### src/rtl/seq_detect_rr_sched.sv
// Round-robin scheduler that time-shares one serial pattern detector among NCH
// request/grant channels, saving each channel's shift history and fill count.
module seq_detect_rr_sched #(
  parameter int                 NCH     = 4,
  parameter int                 PAT_LEN = 4,
  parameter logic [PAT_LEN-1:0] PAT     = 4'b1001,
  parameter int                 HIT_W   = 16
) (
  input  logic                     clk,
  input  logic                     rst,
  input  logic                     en,
  input  logic [NCH-1:0]           req,
  input  logic [NCH-1:0]           bit_i,
  input  logic [NCH-1:0]           clr,
  output logic [NCH-1:0]           gnt,
  output logic                     out,
  output logic [$clog2(NCH)-1:0]   out_ch,
  output logic [HIT_W-1:0]         hits
);

  localparam int PW = $clog2(NCH);
  localparam int CW = $clog2(PAT_LEN);
  localparam logic [CW-1:0] CNT_MAX = CW'(PAT_LEN - 1);

  logic [PW-1:0]      ptr_q;
  logic [PAT_LEN-2:0] hist_q [NCH];
  logic [CW-1:0]      cnt_q  [NCH];
  logic               out_q;
  logic [PW-1:0]      outCh_q;
  logic [HIT_W-1:0]   hits_q;

  logic [PW-1:0]      ptrEff;
  logic [PW-1:0]      cand;
  logic [PW-1:0]      gntIdx;
  logic               gntAny;
  logic [NCH-1:0]     elig;
  logic               gntBit;
  logic [PAT_LEN-1:0] window_d;
  logic               match_d;

  // Unused pointer encodings collapse onto the last channel.
  always_comb begin
    ptrEff = ptr_q;
    if (int'(ptr_q) > NCH - 1) ptrEff = PW'(NCH - 1);
  end

  assign elig = en ? (req & ~clr) : '0;

  always_comb begin
    gnt    = '0;
    gntIdx = '0;
    gntAny = 1'b0;
    cand   = ptrEff;
    for (int i = 0; i < NCH; i++) begin
      if (int'(cand) >= NCH - 1) cand = '0;
      else                       cand = cand + PW'(1);
      if (!gntAny && elig[cand]) begin
        gntAny      = 1'b1;
        gntIdx      = cand;
        gnt[cand]   = 1'b1;
      end
    end
  end

  assign gntBit   = bit_i[gntIdx];
  assign window_d = {hist_q[gntIdx], gntBit};
  assign match_d  = gntAny && (cnt_q[gntIdx] == CNT_MAX) && (window_d == PAT);

  // A flush on a channel always takes priority; it can never coincide with its grant.
  always_ff @(posedge clk or negedge rst) begin
    if (!rst) begin
      ptr_q   <= PW'(NCH - 1);
      out_q   <= 1'b0;
      outCh_q <= '0;
      hits_q  <= '0;
      for (int c = 0; c < NCH; c++) begin
        hist_q[c] <= '0;
        cnt_q[c]  <= '0;
      end
    end else begin
      out_q <= match_d;
      if (match_d) begin
        outCh_q <= gntIdx;
        hits_q  <= hits_q + HIT_W'(1);
      end
      if (gntAny) ptr_q <= gntIdx;
      for (int c = 0; c < NCH; c++) begin
        if (clr[c]) begin
          hist_q[c] <= '0;
          cnt_q[c]  <= '0;
        end else if (gntAny && (gntIdx == PW'(c))) begin
          hist_q[c] <= window_d[PAT_LEN-2:0];
          if (cnt_q[c] != CNT_MAX) cnt_q[c] <= cnt_q[c] + CW'(1);
        end
      end
    end
  end

  assign out    = out_q;
  assign out_ch = outCh_q;
  assign hits   = hits_q;

endmodule

### config.mk
export PLATFORM = sky130hd
export DESIGN_NAME = seq_detect_rr_sched
export DESIGN_NICKNAME = d
export VERILOG_FILES = /design/src/rtl/seq_detect_rr_sched.sv
export SDC_FILE = /design/constraint.sdc
export NUM_CORES = 1
export LEC_CHECK = 0
export CAP_MARGIN = 40
export CORE_ASPECT_RATIO = 0.8
export CORE_MARGIN = 1.5
export CORE_UTILIZATION = 43
export CTS_CLUSTER_SIZE = 40
export DETAILED_ROUTE_END_ITERATION = 12
export PLACE_DENSITY = 0.66
export SYNTH_ARGS = -nofsm -noshare
export SYNTH_HDL_FRONTEND = slang
export SYNTH_SLANG_ARGS = --single-unit
### constraint.sdc
create_clock -name clk -period 4.6 [get_ports clk]
set_input_delay 0.69 -clock clk [delete_from_list [all_inputs] [get_ports clk]]
set_output_delay 0.69 -clock clk [all_outputs]
set_load 0.02 [all_outputs]
==> impl_metrics.tcl <==
set metrics [dict create \
    detailedPlace.worstSlack_ns 0.552 \
    dieArea_mm2 0.00634 \
    design_area_mm2 0.00308 \
    peakVddDrop_mv 0.185 \
    finalClockSkew_ns 0.00822 \
    synth_area_per_cell_um2 10.0 \
    clock-sinks 41 \
    multi_input_area_mm2 0.00140 \
    cts_tree "done" \
    area_growth_pct 22.1 \
    synth_area_mm2 0.00252 \
    grt_pass1_vias 1822 \
    synthTopCellsByArea "dfrtp_1 39%, ha_1 6.4%, nand2_1 4.2%" \
    vias 2001 \
    layout_setup_ws_ns 0.451 \
    grt_overflow 0 \
    synth_edf_count 0 \
    rrSetupSlack_ns 0.99 \
    dpl_cell_area_mm2 0.00294 \
    async_flop_share 1.00 \
    grt_pass1_wl_mm 8.99 \
    antenna-diode-count 0 \
    clkLatencyLatePin_ns 0.30 \
    cp.arrival_ns 3.46 \
    port-buffer-count 37 \
    critPathCaptureType "output pin" \
    power_mw 1.27 \
    max-slew-margin-rel 0.576 \
    io_pins 38 \
    fin_setup_tns_ns 0 \
    tightest_slew_ns 0.634 \
    drv_slew 0 \
    layout_commonest_cell "dfrtp_1" \
    min_period_ns 4.15 \
    cts_hold_buf 0 \
    setup-violations-final 0 \
    detail_route.vias_per_cell 5.47 \
    hp-class "in -> async" \
    finalNetCount 315 \
    start_kind "input pin" \
    synth_top_area_frac 0.387 \
    rr_worst_depth 9 \
    drive_gt1_frac 0.104 \
    critPathMaxFanout 12 \
    rsz0062_at_grt "no" \
    track_usage 0.187 \
    power.density_mw_per_mm2 413 \
    ys_warn_count 0 \
    p_leak_nw 1.34 \
    wirelength_mm 5.47 \
    period_share 0.902 \
    hold_violations 0 \
    cts-root-buf "clkbuf_8" \
    grt_start_max_net_pins 36 \
    die_x_um 88.7 \
    hpwl_mm 4.12 \
    ys_seq_area_frac 0.408 \
    crit_type "in -> out" \
    synthCells 252 \
    htreeDepth 2 \
    maxCapViolCount 0 \
    ff_latch_area_mm2 0.00103 \
    synth_top_area_cell "dfrtp_1" \
    synth_cell_types 50 \
    ys.flop_type "dfrtp_1" \
    route.detailed.drc 0 \
    syn_nets 280 \
    num_rows 24 \
    drt_iter0_markers 147 \
    path_clk_slew_ns 0.09 \
    r2r-end "out_ch[1]" \
    critPathRequiredTime_ns 3.91 \
    final_cell_mix "39 x dfrtp_1, 36 x clkdlybuf4s50_1, 28 x nand2_1" \
    antenna_found_initial 0 \
    post_cts_buffers 0 \
    coreArea_mm2 0.00556 \
    drtAntennaViolNets 0 \
    ys_ff_latch 41 \
    initial_core_util 0.454 \
    status "finished, final reports clean" \
    numCtsBuffers 5 \
    timing.fmax_mhz 241 \
    firstDrtPassIters 5 \
    fp.dieH_um 71.5 \
    r2r-start "ptrEff[0]" \
    wire_per_inst_um 14.9 \
    ctsLongestPathBuffers 2 \
    nFillCells 514 \
    place.gp.congestion 0.834 \
    post_cts_resized 0 \
    utilization 0.555 \
]
[cell type report]
class                           count  share of cell area
Timing Repair Buffer               41               0.132
Tap cell                           78              0.0317
Clock inverter                      3              0.0223
Multi-Input combinational cell    195               0.454
Clock buffer                        5              0.0223
Inverter                            3             0.00366
Sequential cell                    41               0.334
[where the power goes]
group	switching [mW]	internal, mW	leakage, nW
clock	0.135	0.218	0.0687
sequential	0.0411	0.404	0.555
combinational	0.272	0.204	0.720
[worst max-delay path, stage by stage]
cell and delay (ns):
clkdlybuf4s50_1 0.61, nand3b_1 0.40, nor2_1 0.26, a21oi_1 0.09
o32ai_1 0.50, a222oi_1 0.22, nand2_1 0.09, clkdlybuf4s50_1 0.60
[flip-flops by register name, indices dropped and copies added, names as in the netlist]
name    count
ptrEff      2
hits       16
out         1
hist_q     12
out_ch      2
cnt_q       8
[per-layer routing]
| metal | track usage | vias up | part of all wire |
|---|---|---|---|
| met3 | 0.0415 | 8 | 0.051 |
| met5 | 0 | - | 0 |
| met2 | 0.244 | 60 | 0.41 |
| met4 | 0.0608 | 0 | 0.011 |
| li1 | - | 988 | - |
| met1 | 0.302 | 945 | 0.53 |
[cell usage after synthesis (2+ instances only)]
| library cell | number |
|---|---|
| dfrtp_1 | 39 |
| mux2i_1 | 9 |
| dfstp_2 | 2 |
| buf_2 | 3 |
| and2_0 | 2 |
| mux2_2 | 6 |
| buf_6 | 4 |
| and3_1 | 3 |
| xnor2_1 | 12 |
| nand2_1 | 28 |
| nor2_1 | 13 |
| o211ai_1 | 3 |
| nor3_1 | 8 |
| clkbuf_1 | 5 |
| nor2b_1 | 2 |
| nor4_1 | 3 |
| a22oi_2 | 2 |
| nand3_1 | 12 |
| a22o_1 | 2 |
| xor2_1 | 7 |
| nand3b_1 | 7 |
| nand4_1 | 10 |
| and3b_1 | 4 |
| inv_1 | 3 |
| a21oi_1 | 7 |
| nand2b_1 | 8 |
| a222oi_1 | 4 |
| ha_1 | 13 |
| o21ai_0 | 10 |
[metrics by stage]
| stage | instances | hold WS, ns |
|---|---|---|
| floorplan | 252 | 0.394 |
| global placement | 357 | 0.459 |
| detailed placement | 358 | 0.458 |
| CTS | 366 | 0.213 |
| global route | 366 | 0.220 |
| finish | 366 | 0.209 |
[worst max path at each step]
stage	from	cells past startpoint	end
floorplan	ptrEff[0]	6	gnt[0]
global placement	clr[3]	8	gnt[2]
detailed placement	en	8	gnt[2]
CTS	en	8	gnt[2]
global route	en	8	gnt[2]
finish	en	8	gnt[2]
[cell families after synthesis]
group | share of synthesized area
AND/OR/NAND/NOR | 0.229
adder cells (fa/ha/maj) | 0.0645
XOR/XNOR | 0.0659
multiplexers | 0.0858
buffers and inverters | 0.0387
AO/OA/AOI/OAI | 0.109
flip-flops | 0.408
(Power assumes the default switching activity.)
